==> src/rtl/hdlc_rx_pkg.sv <==
// Shared types and constants for the HDLC receive framing controller.
package hdlc_rx_pkg;

  typedef enum logic [1:0] {
    ST_HUNT = 2'd0,
    ST_OPEN = 2'd1,
    ST_DATA = 2'd2,
    ST_DONE = 2'd3
  } state_e;

  typedef enum logic [2:0] {
    CLS_IDLE  = 3'd0,
    CLS_PUSH  = 3'd1,
    CLS_DROP  = 3'd2,
    CLS_PEND  = 3'd3,
    CLS_FLAG  = 3'd4,
    CLS_ABORT = 3'd5
  } bit_class_e;

  localparam logic [7:0] FLAG       = 8'h7E;
  localparam int         STUFF_ONES = 5;
  localparam int         DELAY_BITS = 6;

  function automatic int count_ones(input logic [7:0] pat);
    int n;
    n = 0;
    for (int i = 0; i < 8; i++) n += int'(pat[i]);
    return n;
  endfunction

endpackage

==> src/rtl/hdlc_destuff.sv <==
// Run-of-ones counter that classifies each raw bit as data, stuffing, flag or abort.
module hdlc_destuff
  import hdlc_rx_pkg::*;
(
  input  logic       clk,
  input  logic       rst,
  input  logic       bit_in,
  input  logic       bit_vld,
  input  logic       clr,
  output bit_class_e o_class,
  output logic       o_bit
);

  localparam logic [2:0] OC_STUFF = 3'(STUFF_ONES);
  localparam logic [2:0] OC_PEND  = 3'(count_ones(FLAG));
  localparam logic [2:0] OC_ABORT = 3'd7;

  logic [2:0] r_oc;
  logic [2:0] w_oc_nxt;

  // Class is decoded from the registered run count so the top can act in the same cycle.
  always_comb begin
    // NOTE: every output gets a default first, so no path can infer a latch.
    o_class  = CLS_IDLE;
    o_bit    = bit_in;
    w_oc_nxt = r_oc;
    if (bit_vld) begin
      if (bit_in) begin
        if (r_oc < OC_STUFF) begin
          o_class  = CLS_PUSH;
          w_oc_nxt = r_oc + 3'd1;
        end else if (r_oc == OC_STUFF) begin
          o_class  = CLS_PEND;
          w_oc_nxt = OC_PEND;
        end else begin
          o_class  = CLS_ABORT;
          w_oc_nxt = OC_ABORT;
        end
      end else begin
        w_oc_nxt = '0;
        if (r_oc < OC_STUFF)       o_class = CLS_PUSH;
        else if (r_oc == OC_STUFF) o_class = CLS_DROP;
        else if (r_oc == OC_PEND)  o_class = CLS_FLAG;
      end
    end
  end

  always_ff @(posedge clk) begin
    // NOTE: non-blocking so every flop samples pre-edge values regardless of block order.
    if (rst || clr) r_oc <= '0;
    else            r_oc <= w_oc_nxt;
  end

endmodule

==> src/rtl/hdlc_rx_ctrl.sv <==
// HDLC receive framing: flag hunt, destuffed LSB-first byte assembly, frame report with host ack.
module hdlc_rx_ctrl
  import hdlc_rx_pkg::*;
#(
  parameter int MAX_BYTES = 255,
  parameter int LEN_W     = 8
) (
  input  logic             clk,
  input  logic             rst,
  input  logic             bit_in,
  input  logic             bit_vld,
  input  logic             ack,
  output logic [7:0]       byte_out,
  output logic             byte_vld,
  output logic             frame_done,
  output logic             frame_ok,
  output logic [LEN_W-1:0] frame_len,
  output logic             synced
);

  localparam logic [2:0]       DL_FULL = 3'(DELAY_BITS);
  localparam logic [LEN_W-1:0] LEN_MAX = LEN_W'(MAX_BYTES);

  state_e                r_state,    w_state;
  logic [DELAY_BITS-1:0] r_dl,       w_dl;
  logic [2:0]            r_dl_cnt,   w_dl_cnt;
  logic [7:0]            r_asm,      w_asm;
  logic [2:0]            r_asm_cnt,  w_asm_cnt;
  logic [LEN_W-1:0]      r_cnt,      w_cnt;
  logic [7:0]            r_byte_out, w_byte_out;
  logic                  r_byte_vld, w_byte_vld;
  logic                  r_done,     w_done;
  logic                  r_ok,       w_ok;
  logic [LEN_W-1:0]      r_len,      w_len;
  logic                  r_synced;

  logic       w_ack;
  logic       w_bit_vld;
  logic       w_bit;
  bit_class_e w_class;
  logic [7:0] w_asm_shift;

  // A pending report freezes the bit stream, including the ones counter.
  assign w_ack       = ack && (r_state == ST_DONE);
  assign w_bit_vld   = bit_vld && (r_state != ST_DONE);
  assign w_asm_shift = {r_dl[0], r_asm[7:1]};

  hdlc_destuff u_destuff (
    .clk     (clk),
    .rst     (rst),
    .bit_in  (bit_in),
    .bit_vld (w_bit_vld),
    .clr     (w_ack),
    .o_class (w_class),
    .o_bit   (w_bit)
  );

  always_comb begin
    w_state    = r_state;
    w_dl       = r_dl;
    w_dl_cnt   = r_dl_cnt;
    w_asm      = r_asm;
    w_asm_cnt  = r_asm_cnt;
    w_cnt      = r_cnt;
    w_byte_out = r_byte_out;
    w_byte_vld = 1'b0;
    w_done     = r_done;
    w_ok       = r_ok;
    w_len      = r_len;

    case (r_state)
      ST_HUNT: begin
        if (w_class == CLS_FLAG) begin
          w_state   = ST_OPEN;
          w_dl      = '0;
          w_dl_cnt  = '0;
          w_asm     = '0;
          w_asm_cnt = '0;
          w_cnt     = '0;
        end
      end

      ST_OPEN, ST_DATA: begin
        case (w_class)
          CLS_PUSH: begin
            w_state = ST_DATA;
            w_dl    = {w_bit, r_dl[DELAY_BITS-1:1]};
            if (r_dl_cnt != DL_FULL) begin
              w_dl_cnt = r_dl_cnt + 3'd1;
            end else begin
              // The delay line holds back the 0+five 1s that a closing flag pushes.
              w_asm     = w_asm_shift;
              w_asm_cnt = r_asm_cnt + 3'd1;
              if (r_asm_cnt == 3'd7) begin
                if (r_cnt == LEN_MAX) begin
                  w_state = ST_DONE;
                  w_done  = 1'b1;
                  w_ok    = 1'b0;
                  w_len   = r_cnt;
                end else begin
                  w_byte_out = w_asm_shift;
                  w_byte_vld = 1'b1;
                  w_cnt      = r_cnt + LEN_W'(1);
                end
              end
            end
          end

          CLS_FLAG: begin
            w_dl      = '0;
            w_dl_cnt  = '0;
            w_asm     = '0;
            w_asm_cnt = '0;
            if (r_state == ST_OPEN || (r_cnt == '0 && r_asm_cnt == '0)) begin
              w_state = ST_OPEN;
            end else begin
              w_state = ST_DONE;
              w_done  = 1'b1;
              w_ok    = (r_dl_cnt == DL_FULL) && (r_asm_cnt == '0);
              w_len   = r_cnt;
            end
          end

          CLS_ABORT: begin
            if (r_state == ST_OPEN) begin
              w_state = ST_HUNT;
            end else begin
              w_state = ST_DONE;
              w_done  = 1'b1;
              w_ok    = 1'b0;
              w_len   = r_cnt;
            end
          end

          default: ;
        endcase
      end

      ST_DONE: begin
        if (w_ack) begin
          w_state = ST_HUNT;
          w_done  = 1'b0;
          w_ok    = 1'b0;
          w_len   = '0;
        end
      end

      default: w_state = ST_HUNT;
    endcase
  end

  always_ff @(posedge clk) begin
    if (rst) begin
      r_state    <= ST_HUNT;
      r_dl       <= '0;
      r_dl_cnt   <= '0;
      r_asm      <= '0;
      r_asm_cnt  <= '0;
      r_cnt      <= '0;
      r_byte_out <= '0;
      r_byte_vld <= 1'b0;
      r_done     <= 1'b0;
      r_ok       <= 1'b0;
      r_len      <= '0;
      r_synced   <= 1'b0;
    end else begin
      r_state    <= w_state;
      r_dl       <= w_dl;
      r_dl_cnt   <= w_dl_cnt;
      r_asm      <= w_asm;
      r_asm_cnt  <= w_asm_cnt;
      r_cnt      <= w_cnt;
      r_byte_out <= w_byte_out;
      r_byte_vld <= w_byte_vld;
      r_done     <= w_done;
      r_ok       <= w_ok;
      r_len      <= w_len;
      r_synced   <= (w_state == ST_OPEN) || (w_state == ST_DATA);
    end
  end

  assign byte_out   = r_byte_out;
  assign byte_vld   = r_byte_vld;
  assign frame_done = r_done;
  assign frame_ok   = r_ok;
  assign frame_len  = r_len;
  assign synced     = r_synced;

endmodule

==> config.mk <==
export PLATFORM = sky130hd
export DESIGN_NAME = hdlc_rx_ctrl
export DESIGN_NICKNAME = d
export VERILOG_FILES = /design/src/rtl/hdlc_rx_pkg.sv /design/src/rtl/hdlc_destuff.sv /design/src/rtl/hdlc_rx_ctrl.sv
export SDC_FILE = /design/constraint.sdc
export NUM_CORES = 1
export LEC_CHECK = 0
export BUFFER_PORTS_ARGS = -buffer_cell sky130_fd_sc_hd__buf_4
export CAP_MARGIN = 5
export CORE_MARGIN = 2
export CORE_UTILIZATION = 61
export DETAILED_ROUTE_END_ITERATION = 6
export GPL_TIMING_DRIVEN = 0
export PLACE_DENSITY = 0.82
export SLEW_MARGIN = 20
export SYNTH_ARGS = -nofsm -noshare
export SYNTH_HDL_FRONTEND = slang
export SYNTH_SLANG_ARGS = --single-unit
==> constraint.sdc <==
create_clock -name clk -period 4.5 [get_ports clk]
set_input_delay 0.225 -clock clk [delete_from_list [all_inputs] [get_ports clk]]
set_output_delay 0.225 -clock clk [all_outputs]
set_load 0.005 [all_outputs]
==> results.json, run 1 <==
{
  "status": "completed",
  "clkLatencyLatePin_ns": 0.31,
  "grt_max_degree": 17,
  "period_share": 0.550,
  "hold_ws_ns": 0.265,
  "synth_cell_types": 54,
  "dp_hpwl_um": 4070,
  "area_growth_pct": 12.1,
  "grt_pass1_vias": 2134,
  "max_slew.worst_pin.slew_ns": 0.653,
  "diodes": 0,
  "slew_headroom": 0.562,
  "ys_ff_latch": 52,
  "synth_top_area_share": 0.390,
  "wl_um": 5640,
  "hold_buffers": 0,
  "htree_levels": 2,
  "rsz0062_at_grt": "false",
  "final_cell_mix": "dfxtp_1 (52), a21oi_1 (35), nand3_1 (29), buf_4 (25), nand2b_1 (16)",
  "dieWidth_um": 70.1,
  "cts-root-buf": "clkbuf_8",
  "slew_violations": 0,
  "syn-num-nets": 310,
  "final_common_cell": "dfxtp_1",
  "tritoncts": "done",
  "hold_class": "in -> reg",
  "final_util": 0.697,
  "drive_gt1_frac": 0.167,
  "post_cts_buffers": 0,
  "cp-start-kind": "register",
  "syn_inst": 292,
  "grt_usage": 0.241,
  "num_rows": 24,
  "grt_pass1_wl_um": 9610,
  "worstSetupPathType": "reg -> reg",
  "ys_top_cells_by_area": "dfxtp_1 (39%), a21oi_1 (6.6%), ha_1 (6.1%)",
  "arrival_ns": 2.67,
  "yosys_warnings": 0,
  "avgSynthCellArea_um2": 9.14,
  "drc": 0,
  "max_cap_viol_count": 0,
  "yosysTopAreaCell": "dfxtp_1",
  "finalHoldViolCount": 0,
  "cts_buffers": 5,
  "setup_tns_ns": 0,
  "fmax_mhz": 404,
  "io_buffer_count": 23,
  "yosysSeqAreaShare": 0.390,
  "netlist_area_um2": 2670,
  "dr.pass1.iters": 4,
  "place.gp.congestion": 0.880,
  "die_h_um": 70.1,
  "core_area_um2": 4290,
  "start_util": 0.622,
  "power.leakage_nw": 1.12,
  "clkTransAtPathRegs_ns": 0.10,
  "cts_sinks": 52,
  "ant_nets": 0,
  "io_pins": 25,
  "endpoint_kind": "register",
  "antenna_found_initial": 0,
  "die-area_um2": 4920,
  "wire_per_inst_um": 15.0,
  "via_per_inst": 6.04,
  "worst_clock_skew_ns": 0.00899,
  "ir_worst_vdd_uv": 205,
  "finalSetupViolCount": 0,
  "p_per_area_nw_per_um2": 254,
  "vias": 2264,
  "finalNetCount": 340,
  "ctsResizeCount": 0,
  "ys.flop_type": "dfxtp_1",
  "synth_edf_count": 0,
  "grt_overflow": 0,
  "async_reset_ff_frac": 0,
  "period_minus_slack_ns": 2.48,
  "path_max_fanout": 10,
  "cts_buffer_depth": 2,
  "drt-initial-drc-count": 196,
  "worstPathRequired_ns": 4.69
}
[final cells by class]
cell class	count	area [um2]
multi-input cells	212	1490
fillers	363	1300
flip-flops and latches	52	1040
repair buffers	23	173
plain buffers	15	90.1
clock buffers	6	72.6
well taps	52	65.1
inverters	13	48.8
clock inverters	2	13.8
[worst paths after layout]
kind	endpoint	slack, ns	depth (start not counted)	start
min	u_destuff.r_oc[0]	0.26	4	ack
min reg2reg	frame_done	0.47	1	frame_done
max	r_asm_cnt[0]	2.02	8	u_destuff.r_oc[1]
max reg2reg	r_asm_cnt[0]	2.02	8	u_destuff.r_oc[1]
[cell usage after synthesis, types with 8 or more instances]
cell type   n
o21ai_0     9
dfxtp_1    52
nor2_1     14
inv_1      13
nand2_1     8
a22o_1      9
nand3_1    29
ha_1       13
mux2i_1     9
nand2b_1   16
a21oi_1    35
[report_power, final]
part | switching (mW) | internal, mW | leakage, nW | total, mW
logic | 0.0189 | 0.0104 | 0.654 | 0.0294
clock network | 0.158 | 0.111 | 0.0456 | 0.269
registers | 0.00203 | 0.460 | 0.419 | 0.462
[logic make-up after synthesis]
logic type / Yosys count / synth area share
AO/OA/AOI/OAI: 84 / 0.221
flip-flops: 52 / 0.390
multiplexers: 10 / 0.0380
buffers and inverters: 28 / 0.0520
adder cells (fa/ha/maj): 13 / 0.0609
AND/OR/NAND/NOR: 105 / 0.238
[metrics by stage]
| step | worst slack (ns) | instances | instance area (um2) | power, mW |
|---|---|---|---|---|
| final | 2.02 | 375 | 2990 | 0.761 |
| after detailed placement | 2.07 | 367 | 2910 | 0.503 |
| after floorplan | 2.39 | 292 | 2670 | 0.494 |
| after global placement | 2.08 | 367 | 2910 | 0.502 |
| after global routing | 1.84 | 375 | 2990 | 0.783 |
| after CTS | 2.05 | 375 | 2990 | 0.769 |
[routing by layer]
| metal | vias to the layer above | global-route usage | part of all wire |
|---|---|---|---|
| met4 | 0 | 0.0812 | 0.012 |
| met2 | 43 | 0.389 | 0.48 |
| met1 | 1075 | 0.323 | 0.48 |
| met3 | 6 | 0.0476 | 0.038 |
| li1 | 1140 | - | - |
| met5 | - | 0 | 0 |
[state kept, by name (all words and copies together), names as in the netlist]
| signal | count |
|---|---|
| byte_vld | 1 |
| r_cnt | 8 |
| r_asm | 7 |
| u_destuff.r_oc | 3 |
| frame_len | 8 |
| r_asm_cnt | 3 |
| r_state | 2 |
| r_dl | 6 |
| synced | 1 |
| r_dl_cnt | 3 |
| frame_ok | 1 |
| frame_done | 1 |
| byte_out | 8 |
[critical path, cell delays in order, from the launching register on]
cell and delay, ns:
dfxtp_1 0.55, inv_1 0.08, ha_1 0.26, and4bb_1 0.39, a31oi_4 0.18, a211oi_4 0.45
buf_6 0.20, mux2i_1 0.18, nor2_1 0.05
Note: power is estimated with default switching activity, not from simulation.
==> run 2, diff against run 1 <==
--- a/config.mk
+++ b/config.mk
@@ -5,13 +5,14 @@
 export SDC_FILE = /design/constraint.sdc
 export NUM_CORES = 1
 export LEC_CHECK = 0
+export ABC_AREA = 1
 export BUFFER_PORTS_ARGS = -buffer_cell sky130_fd_sc_hd__buf_4
 export CAP_MARGIN = 5
 export CORE_MARGIN = 2
-export CORE_UTILIZATION = 61
+export CORE_UTILIZATION = 53
 export DETAILED_ROUTE_END_ITERATION = 6
 export GPL_TIMING_DRIVEN = 0
-export PLACE_DENSITY = 0.82
+export PLACE_DENSITY = 0.75
 export SLEW_MARGIN = 20
 export SYNTH_ARGS = -nofsm -noshare
 export SYNTH_HDL_FRONTEND = slang
==> constraint.sdc (replaced) <==
create_clock -name clk -period 2.27 [get_ports clk]
set_input_delay 0.1135 -clock clk [delete_from_list [all_inputs] [get_ports clk]]
set_output_delay 0.1135 -clock clk [all_outputs]
set_load 0.005 [all_outputs]
==> run 2 against run 1 <==
Effect of this change:
- die area up 17%
- largest power group unchanged
- largest cell class unchanged
- cell area up 3.7%
- clock power up 100%
- wire length up 3.2%
- non-clock buffer count down 4
==> results.json, run 2 <==
{
  "drt-initial-drc-count": 120,
  "grt_pass1_vias": 2080,
  "slew_headroom": 0.540,
  "finalNetCount": 426,
  "status": "completed",
  "io_buffer_count": 23,
  "synth_cell_types": 38,
  "max_slew.worst_pin.slew_ns": 0.688,
  "ys_top_cells_by_count": "nand2_1 (71), nor2_1 (56), dfxtp_1 (52)",
  "grt_pass1_wl_um": 9280,
  "final_cell_mix": "nand2_1 (70), nor2_1 (56), dfxtp_1 (52), a21oi_1 (42), inv_1 (34)",
  "wire_per_inst_um": 12.2,
  "ant_nets": 0,
  "tritoncts": "done",
  "fmax_mhz": 476,
  "arrival_ns": 2.31,
  "grt_max_degree": 18,
  "timing.critical_path.cells": "ha_1, buf_6, inv_6, nand2_4, inv_4, nand2_4, inv_1, nor2_2, nand2_1, nand3_2, clkinv_1, o21ai_0, nor2_1",
  "yosysMostFrequentCell": "nand2_1",
  "io_pins": 25,
  "yosysSeqAreaShare": 0.380,
  "ir_worst_vdd_uv": 273,
  "start_util": 0.543,
  "synth_edf_count": 0,
  "clkTransAtPathRegs_ns": 0.10,
  "clkLatencyLatePin_ns": 0.31,
  "syn_inst": 378,
  "crit_start": "r_state[0]",
  "vias": 2440,
  "num_rows": 26,
  "ys_ff_latch": 52,
  "endpoint_kind": "register",
  "worstPathRequired_ns": 2.48,
  "via_per_inst": 5.09,
  "cts_sinks": 52,
  "ys.flop_type": "dfxtp_1",
  "dieWidth_um": 75.9,
  "drive_gt1_frac": 0.156,
  "hold_class": "in -> reg",
  "die_h_um": 75.9,
  "async_reset_ff_frac": 0,
  "synth_top_area_share": 0.380,
  "cp_common_cell": "nand2_4",
  "worst_clock_skew_ns": 0.0105,
  "yosys_warnings": 0,
  "cp-start-kind": "register",
  "final_common_cell": "nand2_1",
  "wl_um": 5820,
  "dp_hpwl_um": 4290,
  "ys_top_cells_by_area": "dfxtp_1 (38%), nand2_1 (9.7%), a21oi_1 (7.7%)",
  "hp-start": "bit_in",
  "antenna_found_initial": 0,
  "crit_path_top_delay_cell": "dfxtp_1",
  "max_cap_viol_count": 0,
  "die-area_um2": 5750,
  "grt_overflow": 0,
  "period_share": 0.925,
  "yosysTopAreaCell": "dfxtp_1",
  "grt_usage": 0.210,
  "finalSetupViolCount": 0,
  "area_growth_pct": 13.4,
  "core_area_um2": 5040,
  "path_max_fanout": 10,
  "diodes": 0,
  "p_per_area_nw_per_um2": 617,
  "r2r_start": "r_state[0]",
  "cts-root-buf": "clkbuf_8",
  "htree_levels": 2,
  "avgSynthCellArea_um2": 7.24,
  "drc": 0,
  "syn-num-nets": 396,
  "dr.pass1.iters": 4,
  "critPathBufInv": 5,
  "netlist_area_um2": 2740,
  "setup_tns_ns": 0,
  "rsz0062_at_grt": "false",
  "power.leakage_nw": 1.22,
  "cts_buffers": 5,
  "slew_violations": 0,
  "path_delay_family": "simple AND/OR/NAND/NOR gates",
  "post_cts_buffers": 0,
  "finalHoldViolCount": 0,
  "place.gp.congestion": 0.887,
  "cts_buffer_depth": 2,
  "hold_ws_ns": 0.110,
  "worstSetupPathType": "reg -> reg",
  "slowest_delay_ns": 0.41,
  "period_minus_slack_ns": 2.10
}
## run 2: cell count changes after synthesis, moves of 9 or more
cell / previous run / this run
nand2_1: 8 / 71
o21ai_0: 9 / 20
mux2i_1: 9 / 0
nand2b_1: 16 / 0
inv_1: 13 / 34
a22o_1: 9 / 0
nor2_1: 14 / 56
## run 2: worst paths after layout
kind / to / slack [ns] / cells after the start
setup / recovery: r_asm_cnt[0] / 0.17 / 13
hold / removal: r_dl[5] / 0.11 / 3
setup reg to reg: r_asm_cnt[0] / 0.17 / 13
hold reg to reg: r_dl[1] / 0.45 / 2
## run 2: routing by layer
layer / track usage / wire length, um / up-vias
li1: - / - / 1290
met1: 0.267 / 2760 / 1103
met2: 0.369 / 2780 / 40
met3: 0.0397 / 225 / 7
met4: 0.0468 / 55 / 0
met5: 0 / 0 / -
## run 2: power breakdown
group | internal [mW] | switching [mW]
sequential | 0.956 | 0.0245
clock | 0.220 | 0.329
combinational | 0.124 | 0.261
## run 2: repair_timing
| action | in CTS | in global routing |
|---|---|---|
| hold buffers | 0 | 0 |
| endpoints found under the setup margin | 0 | 11 |
| gates resized for setup | 0 | 7 |
## run 2: logic make-up after synthesis
group                      share of synthesized area
xor gates and xnor gates                     0.00960
AOI/OAI and AO/OA                              0.149
and+or+nand+nor                                0.317
adders and majority gates                     0.0594
DFF                                            0.380
buffers and inverters                         0.0841
## run 2: layout make-up
type	instances	area, um2
clock inverters	3	21.3
repair buffers	23	173
flip-flops and latches	52	1040
plain buffers	11	66.3
multi-input cells	274	1480
fillers	497	1940
clock buffers	5	68.8
inverters	41	170
well taps	70	87.6
## run 2: stage by stage
stage / worst slack [ns] / area [um2] / instances / utilization / power, mW
after global routing: 0.00885 / 3100 / 479 / 0.615 / 2.01
after floorplan: 0.437 / 2740 / 378 / - / 1.29
final: 0.170 / 3100 / 479 / 0.615 / 1.91
after CTS: 0.107 / 3090 / 479 / 0.612 / 1.92
after detailed placement: 0.103 / 3000 / 471 / 0.594 / 1.38
after global placement: 0.157 / 3000 / 471 / 0.594 / 1.37
## run 2: worst min-delay path: cells and delay by family
kind                   cells  cell delay [ns]
AOI/OAI and AO/OA          1             0.06
buffers and inverters      1             0.12
and+or+nand+nor            1             0.08
==> run 3, diff against run 2 <==
--- a/config.mk
+++ b/config.mk
@@ -5,7 +5,7 @@
 export SDC_FILE = /design/constraint.sdc
 export NUM_CORES = 1
 export LEC_CHECK = 0
-export ABC_AREA = 1
+export ABC_AREA = 0
 export BUFFER_PORTS_ARGS = -buffer_cell sky130_fd_sc_hd__buf_4
 export CAP_MARGIN = 5
 export CORE_MARGIN = 2
==> run 3 against run 2 <==
Effect of this change:
- worst setup slack got worse by 0.066 ns
- maximum frequency is 3.0% lower
- clock skew about the same
- cell area up 3.0%
- first-iteration DRC count rose by 23%
- non-clock buffer count grew 14
==> results.json, run 3 (synthesized netlist as in run 1, its figures left out) <==
{
  "status": "completed",
  "finalSetupViolCount": 0,
  "final_util": 0.668,
  "cts_buffers": 5,
  "clkLatencyLatePin_ns": 0.30,
  "slew_violations": 0,
  "drc": 0,
  "die-area_um2": 5620,
  "use_met1": 0.283,
  "fmax_mhz": 462,
  "ir_worst_vdd_uv": 386,
  "wl_um": 5990,
  "htree_levels": 2,
  "grt_pass1_vias": 2031,
  "max_cap_viol_count": 0,
  "dieWidth_um": 75.0,
  "p_per_area_nw_per_um2": 506,
  "cts_buffer_depth": 2,
  "area_growth_pct": 19.7,
  "path_max_fanout": 10,
  "place.gp.congestion": 0.870,
  "instances_no_fill": 400,
  "hold_class": "in -> reg",
  "start_util": 0.558,
  "cts_sinks": 52,
  "r2r_cells": 8,
  "arrival_ns": 2.36,
  "slew_headroom": 0.567,
  "grt_max_degree": 17,
  "diodes": 0,
  "io_buffer_count": 23,
  "endpoint_kind": "register",
  "place_inst": 382,
  "dp_hpwl_um": 3970,
  "worstSetupPathType": "reg -> reg",
  "grtUsageMet2": 0.348,
  "final_common_cell": "dfxtp_1",
  "drive_gt1_frac": 0.234,
  "worstPathRequired_ns": 2.46,
  "top_usage_layer": "met2",
  "grt_usage": 0.209,
  "finalHoldViolCount": 0,
  "grt_overflow": 0,
  "die_h_um": 75.0,
  "cp-start-kind": "register",
  "hold_ws_ns": 0.170,
  "clkTransAtPathRegs_ns": 0.09,
  "grt_pass1_wl_um": 9200,
  "finalNetCount": 350,
  "worst_clock_skew_ns": 0.0103,
  "power.leakage_nw": 1.20,
  "antenna_found_initial": 0,
  "wire_per_inst_um": 15.0,
  "io_pins": 25,
  "period_share": 0.954,
  "via_per_inst": 5.87,
  "tritoncts": "done",
  "ant_nets": 0,
  "use_met3": 0.0361,
  "cts-root-buf": "clkbuf_8",
  "fin_total_pwr_mw": 1.62,
  "max_slew.worst_pin.slew_ns": 0.644,
  "hold_depth": 4,
  "num_rows": 25,
  "vias": 2347,
  "final_cell_mix": "dfxtp_1 (49), buf_4 (36), a21oi_1 (35), nand3_1 (29), nand2b_1 (16)",
  "drt-initial-drc-count": 148,
  "period_minus_slack_ns": 2.17,
  "core_area_um2": 4790,
  "dr.pass1.iters": 4
}
==> run 3: area by class of cell <==
class	count	area, um2
inverters	13	52.6
clock inverters	2	38.8
fillers	385	1590
flip-flops and latches	52	1050
plain buffers	15	95.1
well taps	67	83.8
repair buffers	33	248
multi-input cells	212	1560
clock buffers	6	72.6
==> run 3: power breakdown <==
| part | total, mW | switching (mW) | internal (mW) |
|---|---|---|---|
| clock | 0.640 | 0.306 | 0.333 |
| sequential | 0.914 | 0.00334 | 0.911 |
| combinational | 0.0636 | 0.0413 | 0.0223 |
| total | 1.62 | 0.351 | 1.27 |
==> run 3: per-layer routing <==
metal  vias to the layer above  wire length [um]
met2                        48              2910
met1                      1128              2810
met3                         8               227
met5                         -                 0
li1                       1163                 -
met4                         0                46
==> run 3: worst paths after layout <==
kind              slack (ns)        from                 to
setup / recovery        0.10  r_state[0]           frame_ok
hold / removal          0.17         ack  u_destuff.r_oc[0]
setup reg to reg        0.10  r_state[0]           frame_ok
hold reg to reg         0.46  frame_done         frame_done
==> run 3: timing repair <==
action | CTS | global route
setup buffers | 1 | 9
gates resized for setup | 8 | 16
hold buffers | 0 | 0
endpoints found under the setup margin | 37 | 38
hold endpoints to repair | 0 | 0
pin swaps | 1 | 4
==> run 3: through the flow <==
step | setup slack (ns) | TNS (ns) | area (um2)
floorplan | 0.165 | 0 | 2670
global placement | -0.156 | -2.51 | 2930
detailed placement | -0.248 | -4.49 | 2930
CTS | 0.00731 | 0 | 3070
global route | -0.00325 | -0.00525 | 3200
finish | 0.105 | 0 | 3200
==> run 3: worst max-delay path, cell delays in order (launching register included) <==
cell	delay [ns]
dfxtp_4	0.37
ha_2	0.18
buf_6	0.14
nand4bb_4	0.28
nor4_4	0.32
a211oi_4	0.12
o31a_1	0.29
buf_4	0.17
a32o_1	0.20
